--- src/rtl/press_classifier.sv ---
// Turns the debounced button level into short, long and double press pulses.
// Pulses are one cycle wide, registered, and mutually exclusive.
//
// state     | meaning
// ----------+------------------------------------------------------------
// IDLE      | waiting for a fresh rising edge on db_level
// PRESS1    | first press held, counting toward the long-press threshold
// GAP       | first press released, counting the double-press window
// PRESS2    | second press seen (double already reported), wait for release
// LONG_HOLD | long press reported, wait for release
module press_classifier #(
  parameter int CNT_W    = 16,
  parameter int LONG_CYC = 50000,
  parameter int DBL_CYC  = 15000
) (
  input  logic clk,
  input  logic reset,
  input  logic db_level,
  output logic short_press,
  output logic long_press,
  output logic double_press,
  output logic held,
  output logic busy
);

  typedef enum logic [2:0] {
    IDLE      = 3'd0,
    PRESS1    = 3'd1,
    GAP       = 3'd2,
    PRESS2    = 3'd3,
    LONG_HOLD = 3'd4
  } state_t;

  localparam logic [CNT_W-1:0] LONG_TC = CNT_W'(LONG_CYC - 1);
  localparam logic [CNT_W-1:0] DBL_TC  = CNT_W'(DBL_CYC - 1);

  state_t           state, state_d;
  logic [CNT_W-1:0] cnt, cnt_d;
  logic             prev_level;
  logic             short_d, long_d, double_d, held_d, busy_d;

  // prev_level resets high so a button held through reset is not a rising edge.
  always_ff @(posedge clk) begin
    if (reset) begin
      state        <= IDLE;
      cnt          <= '0;
      prev_level   <= 1'b1;
      short_press  <= 1'b0;
      long_press   <= 1'b0;
      double_press <= 1'b0;
      held         <= 1'b0;
      busy         <= 1'b0;
    end else begin
      state        <= state_d;
      cnt          <= cnt_d;
      prev_level   <= db_level;
      short_press  <= short_d;
      long_press   <= long_d;
      double_press <= double_d;
      held         <= held_d;
      busy         <= busy_d;
    end
  end

  // Level tests come before terminal-count tests in every state.
  always_comb begin
    state_d = state;
    cnt_d   = cnt;
    case (state)
      IDLE: begin
        if (db_level && !prev_level) begin
          state_d = PRESS1;
          cnt_d   = '0;
        end
      end
      PRESS1: begin
        if (!db_level) begin
          state_d = GAP;
          cnt_d   = '0;
        end else if (cnt == LONG_TC) begin
          state_d = LONG_HOLD;
        end else begin
          cnt_d = cnt + 1'b1;
        end
      end
      GAP: begin
        if (db_level) begin
          state_d = PRESS2;
        end else if (cnt == DBL_TC) begin
          state_d = IDLE;
        end else begin
          cnt_d = cnt + 1'b1;
        end
      end
      PRESS2: begin
        if (!db_level) state_d = IDLE;
      end
      LONG_HOLD: begin
        if (!db_level) state_d = IDLE;
      end
      default: begin
        state_d = IDLE;
        cnt_d   = '0;
      end
    endcase
  end

  always_comb begin
    short_d  = (state == GAP) && !db_level && (cnt == DBL_TC);
    long_d   = (state == PRESS1) && db_level && (cnt == LONG_TC);
    double_d = (state == GAP) && db_level;
    held_d   = (state_d == LONG_HOLD);
    busy_d   = (state_d != IDLE);
  end

endmodule

--- config.mk ---
export PLATFORM = sky130hd
export DESIGN_NAME = press_classifier
export DESIGN_NICKNAME = d
export VERILOG_FILES = /design/src/rtl/press_classifier.sv
export SDC_FILE = /design/constraint.sdc
export NUM_CORES = 1
export LEC_CHECK = 0
export BUFFER_PORTS_ARGS = -buffer_cell sky130_fd_sc_hd__buf_2
export CAP_MARGIN = 10
export CORE_ASPECT_RATIO = 0.7
export CORE_MARGIN = 3
export CORE_UTILIZATION = 45
export CTS_CLUSTER_SIZE = 28
export DETAILED_ROUTE_END_ITERATION = 10
export PLACE_DENSITY = 0.61
export SYNTH_ARGS = -nofsm -noshare
export SYNTH_HDL_FRONTEND = slang
export SYNTH_SLANG_ARGS = --single-unit
export TNS_END_PERCENT = 100
--- constraint.sdc ---
create_clock -name clk -period 2 [get_ports clk]
set_input_delay 0.3 -clock clk [delete_from_list [all_inputs] [get_ports clk]]
set_output_delay 0.3 -clock clk [all_outputs]
set_load 0.01 [all_outputs]
# ---- Word level (Yosys, flattened, before mapping)
# Index checks and enable logic that the tools add are counted.
dict set report totals {
  romBits 0
  regBits 25
  wordCells 46
  input_bits 3
  out_inout_bits 5
  latchBits 0
  mem_bits_rw 0
  mem_count 0
}
dict set report classes {
  n_shift 0
  n_eq_ne 11
  order_cmp 0
  mul 0
  div 0
  n_mux 13
  bitwise_logic 1
  n_addsub 1
  reduce_logical 12
}
# operator count
set op_table {}
lappend op_table {{two-way mux 16 bit} 5}
lappend op_table {{case mux 16 bit (4 select lines)} 1}
lappend op_table {{two-way mux 3 bit} 6}
lappend op_table {{adder 16 x 1 -> 16 bit (second input constant)} 1}
lappend op_table {{== test 16 x 14 -> 1 bit (second input constant)} 1}
lappend op_table {{== test 16 bit (second input constant)} 1}
lappend op_table {{case mux 3 bit (4 select lines)} 1}
lappend op_table {{== test 3 x 2 -> 1 bit (second input constant)} 2}
lappend op_table {{== test 3 bit (second input constant)} 2}
lappend op_table {{logical AND 1 bit} 6}
lappend op_table {{!= test 2 bit (second input constant)} 3}
lappend op_table {{AND reduction 5 bit} 1}
lappend op_table {{== test 3 x 1 -> 1 bit (second input constant)} 1}
lappend op_table {{logical NOT 3 bit} 1}
lappend op_table {{!= test 3 bit (second input constant)} 1}
lappend op_table {{nonzero test 3 bit} 1}
lappend op_table {{logical NOT 1 bit} 2}
lappend op_table {{OR reduction 2 bit} 1}
lappend op_table {{NOT 1 bit} 1}

# ---- Longest topological paths before layout
# Gate-level depths: netlist of the first run.
dict set report logic_depth {
  word_depth 5
  mapped_depth 7
}

# ---- Least setup slack after synthesis of the first run
# No wires, ideal clock.
dict set report synth_timing {
  kind {flip-flop to flip-flop}
  from {reg cnt[10]}
  to {reg busy}
  n_path_buf 0
  synth_period_minus_slack_ns 1.748
  arrival_ns 1.620
  stages_incl_launch_ff 6
  setup_ns 0.127
  setup_slack_ns 0.252
  path_cell_list {dfxtp_1 -> or3b_1 -> nor4_2 -> o21a_1 -> a2111oi_1 -> or3_1}
}
dict set report synth_via {
  elab_chain_len 5
  elab_cells_between_ends 8
}
# element line_no
set synth_lines {}
lappend synth_lines {{from (decl)} 38} ;# logic [CNT_W-1:0] cnt, cnt_d;
lappend synth_lines {{from (signal assigned)} 55} ;# cnt <= cnt_d;
lappend synth_lines {{== test 16 x 14 -> 1 bit / == test 16 bit (equally long branches)} {89, 80}}
lappend synth_lines {{two-way mux 3 bit, on equally long branches} {89, 80}}
lappend synth_lines {{two-way mux 3 bit, on equally long branches} {87, 77}}
lappend synth_lines {{case mux 3 bit (4 select lines) (*)} 69} ;# case (state)
lappend synth_lines {{nonzero test 3 bit (*)} 113} ;# busy_d = (state_d != IDLE);
lappend synth_lines {{to (signal assigned)} 61} ;# busy <= busy_d;
lappend synth_lines {{to (decl)} 23} ;# output logic busy
# Every way passes the cells marked *; elsewhere a longest branch is shown, timed or not.
# A chain may end at the register's enable or synchronous reset.

# ---- Worst setup path in the final report of the first run
dict set report layout_timing {
  from {reg cnt[15]}
  to {reg busy}
}
# Same word-level chain as after synthesis.

==> results of run 1 <==
==> sequential cells by signal, summed over array words and instances, names as in the netlist <==
name / count
prev_level: 1
state: 3
double_press: 1
held: 1
long_press: 1
short_press: 1
busy: 1
cnt: 16
==> what timing repair did <==
action,CTS,global route
setup buffers,0,1
gates resized for setup,0,10
setup endpoints to repair,0,9
hold buffers,0,0
==> layer usage <==
layer  GRT usage, %  wire length, um  vias up
met5              0                0        -
met4           5.63               31        0
met3           5.11              212        4
met2           25.1             1240       36
met1           30.5             1710      585
li1               -                -      628
==> cells by family after synthesis <==
| family | Yosys count | synth area share (%) |
|---|---|---|
| AND/OR/NAND/NOR | 79 | 36.3 |
| flip-flops | 25 | 37.8 |
| AO/OA/AOI/OAI | 36 | 17.9 |
| buffers and inverters | 8 | 3.97 |
| multiplexers | 2 | 1.51 |
| XOR/XNOR | 1 | 0.662 |
| adder cells (fa/ha/maj) | 2 | 1.89 |
==> power by group through the flow <==
stage / clock network (mW) / logic [mW] / registers, mW
after floorplan: 0 / 0.0544 / 0.518
after global placement: 0 / 0.0791 / 0.518
after detailed placement: 0 / 0.0786 / 0.518
after CTS: 0.308 / 0.0791 / 0.506
after global routing: 0.335 / 0.0903 / 0.508
final: 0.304 / 0.0821 / 0.507
==> through the flow <==
stage / power (mW) / hold slack [ns] / util, % / worst slack [ns] / cell area (um2)
2_1_floorplan: 0.572 / 0.420 / - / 0.252 / 1320
3_3_place_gp: 0.597 / 0.468 / 55.9 / 0.0548 / 1470
3_5_place_dp: 0.597 / 0.487 / 55.9 / 0.0544 / 1470
4_1_cts: 0.893 / 0.340 / 57.7 / 0.0616 / 1520
5_1_grt: 0.933 / 0.369 / 59.1 / 0.00103 / 1550
6_report: 0.892 / 0.346 / 59.1 / 0.0786 / 1550
==> final cells by class <==
class	count	area [um2]	share of cell area, %
flip-flops and latches	25	505	32.6
inverters	4	15.0	0.967
clock buffers	3	41.3	2.66
clock inverters	1	5.00	0.322
well taps	34	42.5	2.74
multi-input cells	120	796	51.2
repair buffers	22	148	9.51
==> cell usage in the layout (no fill, tap or decap), drive strengths merged, types with 2 or more instances in the layout <==
cell type  netlist  routed
and4             3       3
o31ai            3       3
nand3            3       3
o21ai            6       6
or4              4       4
nor3             5       5
or2b             2       2
inv              4       4
a21o             2       2
dfxtp           25      25
or3              9       9
a211o            2       2
or4b             2       2
or2              3       3
nand4            9       9
mux2i            2       2
clkbuf           1       3
nand2b           5       5
a21oi           13      13
nor2            12      12
nand2           12      12
buf              3      22
ha               2       2
==> worst max-delay path by stage <==
stage / startpoint / end / slack, ns / cells past startpoint
after floorplan: cnt[10] / busy / 0.25 / 5
after global placement: db_level / cnt[2] / 0.05 / 7
after detailed placement: db_level / cnt[2] / 0.05 / 7
after CTS: state[1] / cnt[8] / 0.06 / 6
after global routing: cnt[15] / busy / 0.001 / 5
final: cnt[15] / busy / 0.08 / 5
==> critical path, delay by kind of cell, from the launching register on <==
family	cells	cell delay [ns]
AND/OR/NAND/NOR	3	1.26
flip-flops	1	0.34
AO/OA/AOI/OAI	2	0.21
==> out/metrics.csv, run 1 <==
metric,value,unit
critical_path_class,reg -> reg,
synth_common_cells,"25 x dfxtp_1, 13 x a21oi_1, 12 x nand2_1, 12 x nor2_1, 9 x nand4_1",
drc,0,
ant_nets,0,
hold_end,long_press,
antenna_found_initial,0,
pin_count,8,
syn_nets,158,
critPathSlowestCell,or4b_4,
rrSetupSlack,0.08,ns
start_util,50.4,%
track_usage,19.5,%
fin_crit,1.92,ns
cp_cell_sequence,or4b_4 > nor4_4 > o21a_1 > a2111oi_1 > or3_1,
intPower,0.674,mW
crit_arrival,2.09,ns
fin_cells,209,
syn_avg_cell_area,8.65,um2
switching_share,24.5,%
post_drt_wl_per_cell,15.3,um
insertion_delay,0.27,ns
synth.top_cell.area_share,37.8,%
end_kind,register,
max_slew.worst_pin.slew,0.463,ns
layout.nets,181,
post-dp-hpwl,2440,um
io_buffers,7,
fp.dieH,51.4,um
clk_pin_slew_worst_paths,0.09,ns
status,"finished, final reports clean",
rows,15,
synth_flop_cell,dfxtp_1,
routabilityCongestion,0.887,
r2r_start,cnt[15],
ys_seq_area_share,37.8,%
cts_tree,built,
synth_area_leaders,"dfxtp_1 38%, a21oi_1 4.9%, nand4_1 4.3%",
vias,1253,
worstHoldStart,reset,
syn_inst,153,
timing.fmax,520,MHz
h-tree-depth,1,
numCtsBuffers,3,
finClkSkew,0.00548,ns
cts_buffer_depth,2,
cp.required,2.16,ns
overflow,0,
drt_iter0_markers,96,
p_leak,0.599,nW
period_share,96.1,%
slowest_delay,0.55,ns
wl,3190,um
worstPathMaxFanout,3,
grt_pass1_wl,5530,um
avgViaCountPerCell,6.00,
slew_viol_final,0,
min_path_cells,2,
ys_ff_latch,25,
cts-root-buf,clkbuf_8,
synth_most_common_cell,dfxtp_1,
rsz0062_at_grt,false,
p_switching,0.219,mW
ys_warn_count,0,
grt_max_degree,15,
synth-edff-count,0,
power.density,575,nW/um2
async_flop_share,0,%
die_w,70.8,um
reg2reg_to,busy,
maxCapViolations,0,
finalSetupViolCount,0,
hold_class,in -> reg,
ys_types,48,
coreArea,2630,um2
combPwrFrac,9.2,%
dp_cells,204,
finalSetupTns,0,ns
nFillCells,241,
first_global_vias,1108,
drive_above_1_share,25.7,%
seqPwrFrac,56.8,%
worst_ir_drop_vdd,0.352,mV
relSlewSlack,69.1,%
firstDrtPassIters,4,
p_clk_share,34.0,%
diodes,0,
synth_area,1320,um2
yosysTopAreaCell,dfxtp_1,
cts_sinks,25,
finalHoldViolCount,0,
crit_path_start_kind,register,
rr_worst_depth,5,
syn2layout_area_growth,17.3,%
dieArea,3640,um2
(Power assumes the default switching activity.)
==> inputs of run 2 (changes only) <==
--- a/config.mk
+++ b/config.mk
@@ -9,10 +9,10 @@
 export CAP_MARGIN = 10
 export CORE_ASPECT_RATIO = 0.7
 export CORE_MARGIN = 3
-export CORE_UTILIZATION = 45
+export CORE_UTILIZATION = 50
 export CTS_CLUSTER_SIZE = 28
 export DETAILED_ROUTE_END_ITERATION = 10
-export PLACE_DENSITY = 0.61
+export PLACE_DENSITY = 0.67
 export SYNTH_ARGS = -nofsm -noshare
 export SYNTH_HDL_FRONTEND = slang
 export SYNTH_SLANG_ARGS = --single-unit
==> run 2 against run 1 <==
Effect of this change:
- sequential cell count did not move
- first-iteration DRC count up 46%
- clock power down 2%
- final area rose by 1.3%
- sequential power about the same
- sequential share of layout area down 0.57 points
- routed wire length up 13%
- clock skew shrank 0.0027 ns
- largest cell class unchanged
- largest power group unchanged
==> out/metrics.csv, run 2 (synthesis results as in run 1) <==
metric,value,unit,change
worstPathMaxFanout,9,,+6
drt_iter0_markers,140,,+46%
timing.hold.ws,0.364,ns,+0.0182 ns
finalSetupViolCount,0,,unchanged
holdBufCountCts,0,,unchanged
met1_usage,36.5,%,+6.0 points
maxCapViolations,0,,unchanged
startpoint,state[1],,
worstHoldStart,reset,,
post-dp-hpwl,2750,um,+13%
fp.dieH,49.1,um,-4.5%
reg.largest.list,"cnt x16, state x3",,
min_path_cells,2,,unchanged
crit_arrival,2.10,ns,about the same
rsz0062_at_grt,false,,
diodes,0,,unchanged
final_common_cell,dfxtp_1,,
cts_tree,built,,
use_met3,5.07,%,-0.039 points
end_kind,register,,
dieArea,3310,um2,-9.0%
grt_max_degree,14,,-1
final_cell_mix,"23 x dfxtp_1, 19 x buf_4, 12 x nor2_1, 12 x a21oi_1, 12 x nand2_1",,
hold_class,in -> reg,,
track_usage,24.3,%,+4.8 points
relSlewSlack,74.7,%,+5.7 points
grt_pass1_wl,6180,um,+12%
firstDrtPassIters,4,,unchanged
power.density,572,nW/um2,-0.49%
hold_end,long_press,,
slowest_delay,0.45,ns,-0.10 ns
cts-root-buf,clkbuf_8,,
first_global_vias,1253,,+13%
insertion_delay,0.27,ns,about the same
cts_buffer_depth,2,,unchanged
p_leak,0.593,nW,-1.1%
r2r_start,state[1],,
io_buffers,7,,unchanged
wl,3610,um,+13%
h-tree-depth,1,,unchanged
period_share,95.1,%,-0.97 points
die_w,67.5,um,-4.7%
cts_sinks,25,,unchanged
grt-busiest-layer,met1,,
antenna_found_initial,0,,unchanged
placed_cell_area,1490,um2,+1.4%
finalHoldViolCount,0,,unchanged
top_register,cnt,,
crit_path_start_kind,register,,
routabilityCongestion,0.891,,+0.45%
finalWorstSetupSlack,0.0980,ns,+0.0194 ns
finalInstanceArea,1570,um2,+1.3%
layout.nets,185,,+2.2%
status,"finished, final reports clean",,
rr_worst_depth,6,,+1
fin_crit,1.90,ns,-0.0194 ns
vias,1325,,+5.7%
ant_nets,0,,unchanged
use_met2,36.0,%,+11 points
coreArea,2330,um2,-11%
slew_viol_final,0,,unchanged
rrSetupSlack,0.1,ns,+0.02 ns
timing.fmax,526,MHz,+1.0%
worst_ir_drop_vdd,0.340,mV,-3.4%
finalSetupTns,0,ns,unchanged
largest_reg_flops,16,,unchanged
start_util,56.8,%,+6.4 points
syn2layout_area_growth,18.8,%,
pin_count,8,,unchanged
critical_path_class,reg -> reg,,
cp_cell_sequence,and2b_2 > and4_4 > a21o_2 > buf_4 > or4_1 > o21ai_0,,
rows,14,,-1
drive_above_1_share,26.3,%,+0.54 points
numCtsBuffers,3,,unchanged
avgViaCountPerCell,6.28,,+4.7%
cp_top_family,simple AND/OR/NAND/NOR gates,,
path_buf_inv,1,,+1
path_depth,6,,+1
final_util,67.5,%,+8.4 points
max_slew.worst_pin.slew,0.378,ns,-0.0844 ns
critPathSlowestCell,or4_1,,
finClkSkew,0.00274,ns,-0.00274 ns
drc,0,,unchanged
reg2reg_to,cnt[8],,
overflow,0,,unchanged
clk_pin_slew_worst_paths,0.08,ns,about the same
post_drt_wl_per_cell,17.1,um,+12%
cp.required,2.20,ns,+0.04 ns
dp_slack,0.0441,ns,-0.0103 ns
run 2: what timing repair did:
item                       CTS  global route
hold endpoints to repair     0             0
resized for setup            0             8
setup endpoints to repair    0             8
setup buffers                0             2
run 2: metal layers:
layer,share of wire (%),wire [um]
met5,0,0
met4,0.55,20
met1,48,1730
met2,44,1600
met3,7.0,254
run 2: worst max path at each step:
stage                  end
floorplan             busy
global placement    cnt[8]
detailed placement  cnt[8]
CTS                 cnt[7]
global route        cnt[7]
finish              cnt[8]
run 2: layout make-up:
class,count,area (um2)
fillers,193,757
repair buffers,26,178
well taps,32,40.0
inverters,4,15.0
clock buffers,4,45.0
multi-input cells,120,792
flip-flops and latches,25,503
run 2: metrics by stage:
stage	cells	power, mW
4_1_cts	209	0.888
5_1_grt	211	0.941
6_report	211	0.899
3_3_place_gp	205	0.596
3_5_place_dp	205	0.600
2_1_floorplan	153	0.572
run 2: power by group:
| group | leakage [nW] | switching [mW] | internal (mW) |
|---|---|---|---|
| Sequential | 0.203 | 0.00423 | 0.502 |
| Combinational | 0.367 | 0.0546 | 0.0391 |
| Clock | 0.0228 | 0.157 | 0.143 |
| Total | 0.593 | 0.216 | 0.684 |
==> inputs of run 3 (changes only) <==
--- a/config.mk
+++ b/config.mk
@@ -12,7 +12,8 @@
 export CORE_UTILIZATION = 50
 export CTS_CLUSTER_SIZE = 28
 export DETAILED_ROUTE_END_ITERATION = 10
-export PLACE_DENSITY = 0.67
+export PLACE_DENSITY = 0.69
+export SKIP_CTS_REPAIR_TIMING = 1
 export SYNTH_ARGS = -nofsm -noshare
 export SYNTH_HDL_FRONTEND = slang
 export SYNTH_SLANG_ARGS = --single-unit
==> constraint.sdc (replaced) <==
create_clock -name clk -period 1.55 [get_ports clk]
set_input_delay 0.2325 -clock clk [delete_from_list [all_inputs] [get_ports clk]]
set_output_delay 0.2325 -clock clk [all_outputs]
set_load 0.01 [all_outputs]
==> run 3 against run 2 <==
Effect of this change:
- the flow now finishes with violations (setup timing)
- first-iteration DRC count grew 41%
- global-route usage rose by 1.6 points
- sequential cell count is the same
- clock skew up 0.0050 ns
- worst hold slack got worse by 0.092 ns
- sequential power is 28% higher
- utilization grew 26 points
- clock power grew 35%
- power grew 41%
- maximum frequency decreased by 7.1%
- final area is 39% higher
- combinational power rose by 130%
==> out/metrics.csv, run 3 (synthesis results as in run 1) <==
metric,value,unit,change
cts_tree,built,,
track_usage,25.9,%,+1.6 points
end_kind,register,,
finalHoldViolCount,0,,unchanged
start_util,56.8,%,unchanged
grt_max_degree,14,,unchanged
seqCellArea,528,um2,+5.0%
cts_sinks,25,,unchanged
cts-root-buf,clkbuf_8,,
rsz0062_at_grt,true,,
layout.nets,228,,+23%
die_w,67.5,um,unchanged
drc,0,,unchanged
critPathSlowestCell,a311oi_1,,
post_drt_wl_per_cell,24.1,um,+41%
slew_viol_final,0,,unchanged
reg2reg_to,cnt[2],,
cts_buffer_depth,2,,unchanged
top_register,cnt,,
rr_worst_depth,7,,+1
p_switching,0.340,mW,+58%
final_cell_mix,"46 x buf_4, 15 x buf_6, 11 x nand2_1, 11 x dfxtp_1",,
first_global_vias,1376,,+9.8%
power.density,580,nW/um2,+1.5%
dp_cells,234,,+14%
coreArea,2330,um2,unchanged
reg.largest.list,"cnt x16, state x3",,
finalSetupViolCount,23,,+23
numCtsBuffers,3,,unchanged
combPwrFrac,16.9,%,+6.5 points
fp.dieH,49.1,um,unchanged
fin_crit,2.05,ns,+0.144 ns
violations,setup timing,,
largest_reg_flops,16,,unchanged
drt_iter0_markers,198,,+41%
period_share,132,%,+37 points
path_depth,7,,+1
syn2layout_area_growth,65.0,%,
relSlewSlack,73.2,%,-1.6 points
startpoint,state[1],,
cp.required,1.77,ns,-0.43 ns
status,finished with violations,,
r2r_start,state[1],,
timing.hold.ws,0.272,ns,-0.0925 ns
hold_class,in -> reg,,
rows,14,,unchanged
h-tree-depth,1,,unchanged
multiInputGateArea,1000,um2,+27%
diodes,0,,unchanged
finalWorstSetupSlack,-0.496,ns,-0.594 ns
pin_count,8,,unchanged
p_clk_share,32.0,%,-1.3 points
overflow,0,,unchanged
cp_cell_sequence,buf_6 > buf_4 > or2b_2 > nor2_1 > nand2_2 > a311oi_1 > a31o_2,,
timing.fmax,489,MHz,-7.1%
crit_arrival,2.26,ns,+0.16 ns
crit_path_start_kind,register,,
rrSetupSlack,-0.50,ns,-0.59 ns
dieArea,3310,um2,unchanged
worstPathMaxFanout,3,,-6
critical_path_class,reg -> reg,,
avgViaCountPerCell,6.95,,+11%
finClkSkew,0.00769,ns,+0.00495 ns
fin_cells,254,,+20%
intPower,0.928,mW,+36%
routabilityCongestion,0.917,,+2.9%
path_buf_inv,2,,+1
grt_pass1_wl,6510,um,+5.4%
cp_top_family,simple AND/OR/NAND/NOR gates,,
max_slew.worst_pin.slew,0.401,ns,+0.0225 ns
final_common_cell,buf_4,,
insertion_delay,0.28,ns,about the same
ant_nets,0,,unchanged
vias,1765,,+33%
io_buffers,7,,unchanged
drive_above_1_share,58.1,%,+32 points
crit_path_end,cnt[2],,
switching_share,26.8,%,+2.8 points
maxCapViolations,0,,unchanged
p_leak,0.900,nW,+52%
clk_pin_slew_worst_paths,0.09,ns,about the same
nFillCells,68,,-65%
seqPwrFrac,51.2,%,-5.1 points
post-dp-hpwl,3040,um,+11%
wl,6120,um,+70%
firstDrtPassIters,5,,+1
worst_ir_drop_vdd,0.663,mV,+95%
slowest_delay,0.39,ns,-0.06 ns
antenna_found_initial,0,,unchanged
run 3: cell type report:
class,instances,share of cell area (%)
flip-flops and latches,25,24.2
well taps,32,1.83
clock buffers,4,2.06
repair buffers,69,25.4
inverters,4,0.687
multi-input cells,120,45.9
run 3: per-stage QoR:
stage	util [%]	total power [mW]	TNS [ns]	setup slack, ns	instance area (um2)
after detailed placement	74.7	0.814	-3.38	-0.277	1740
after global placement	74.7	0.809	-2.77	-0.256	1740
final	93.8	1.27	-5.47	-0.496	2180
after global routing	93.8	1.30	-6.62	-0.511	2180
after floorplan	-	0.740	-0.561	-0.175	1360
after CTS	76.6	1.20	-3.88	-0.310	1780
run 3: worst min-delay path by stage:
stage                   from          to  slack [ns]  cells past startpoint
global route        db_level  prev_level        0.29                      2
global placement      cnt[1]      cnt[1]        0.49                      2
finish              db_level  prev_level        0.27                      2
detailed placement    cnt[1]      cnt[1]        0.50                      2
floorplan           db_level  prev_level        0.35                      1
CTS                 db_level  prev_level        0.22                      2
run 3: power by group through the flow:
| stage | sequential [mW] | combinational (mW) | clock [mW] |
|---|---|---|---|
| CTS | 0.653 | 0.146 | 0.399 |
| floorplan | 0.669 | 0.0715 | 0 |
| detailed placement | 0.668 | 0.145 | 0 |
| finish | 0.649 | 0.214 | 0.405 |
| global route | 0.649 | 0.222 | 0.425 |
| global placement | 0.668 | 0.141 | 0 |
run 3: metal layers:
layer	track usage, %	vias up	part of all wire (%)
li1	-	727	-
met4	7.07	0	5.8
met1	36.5	818	37
met5	0	-	0
met2	38.3	168	43
met3	7.14	52	14
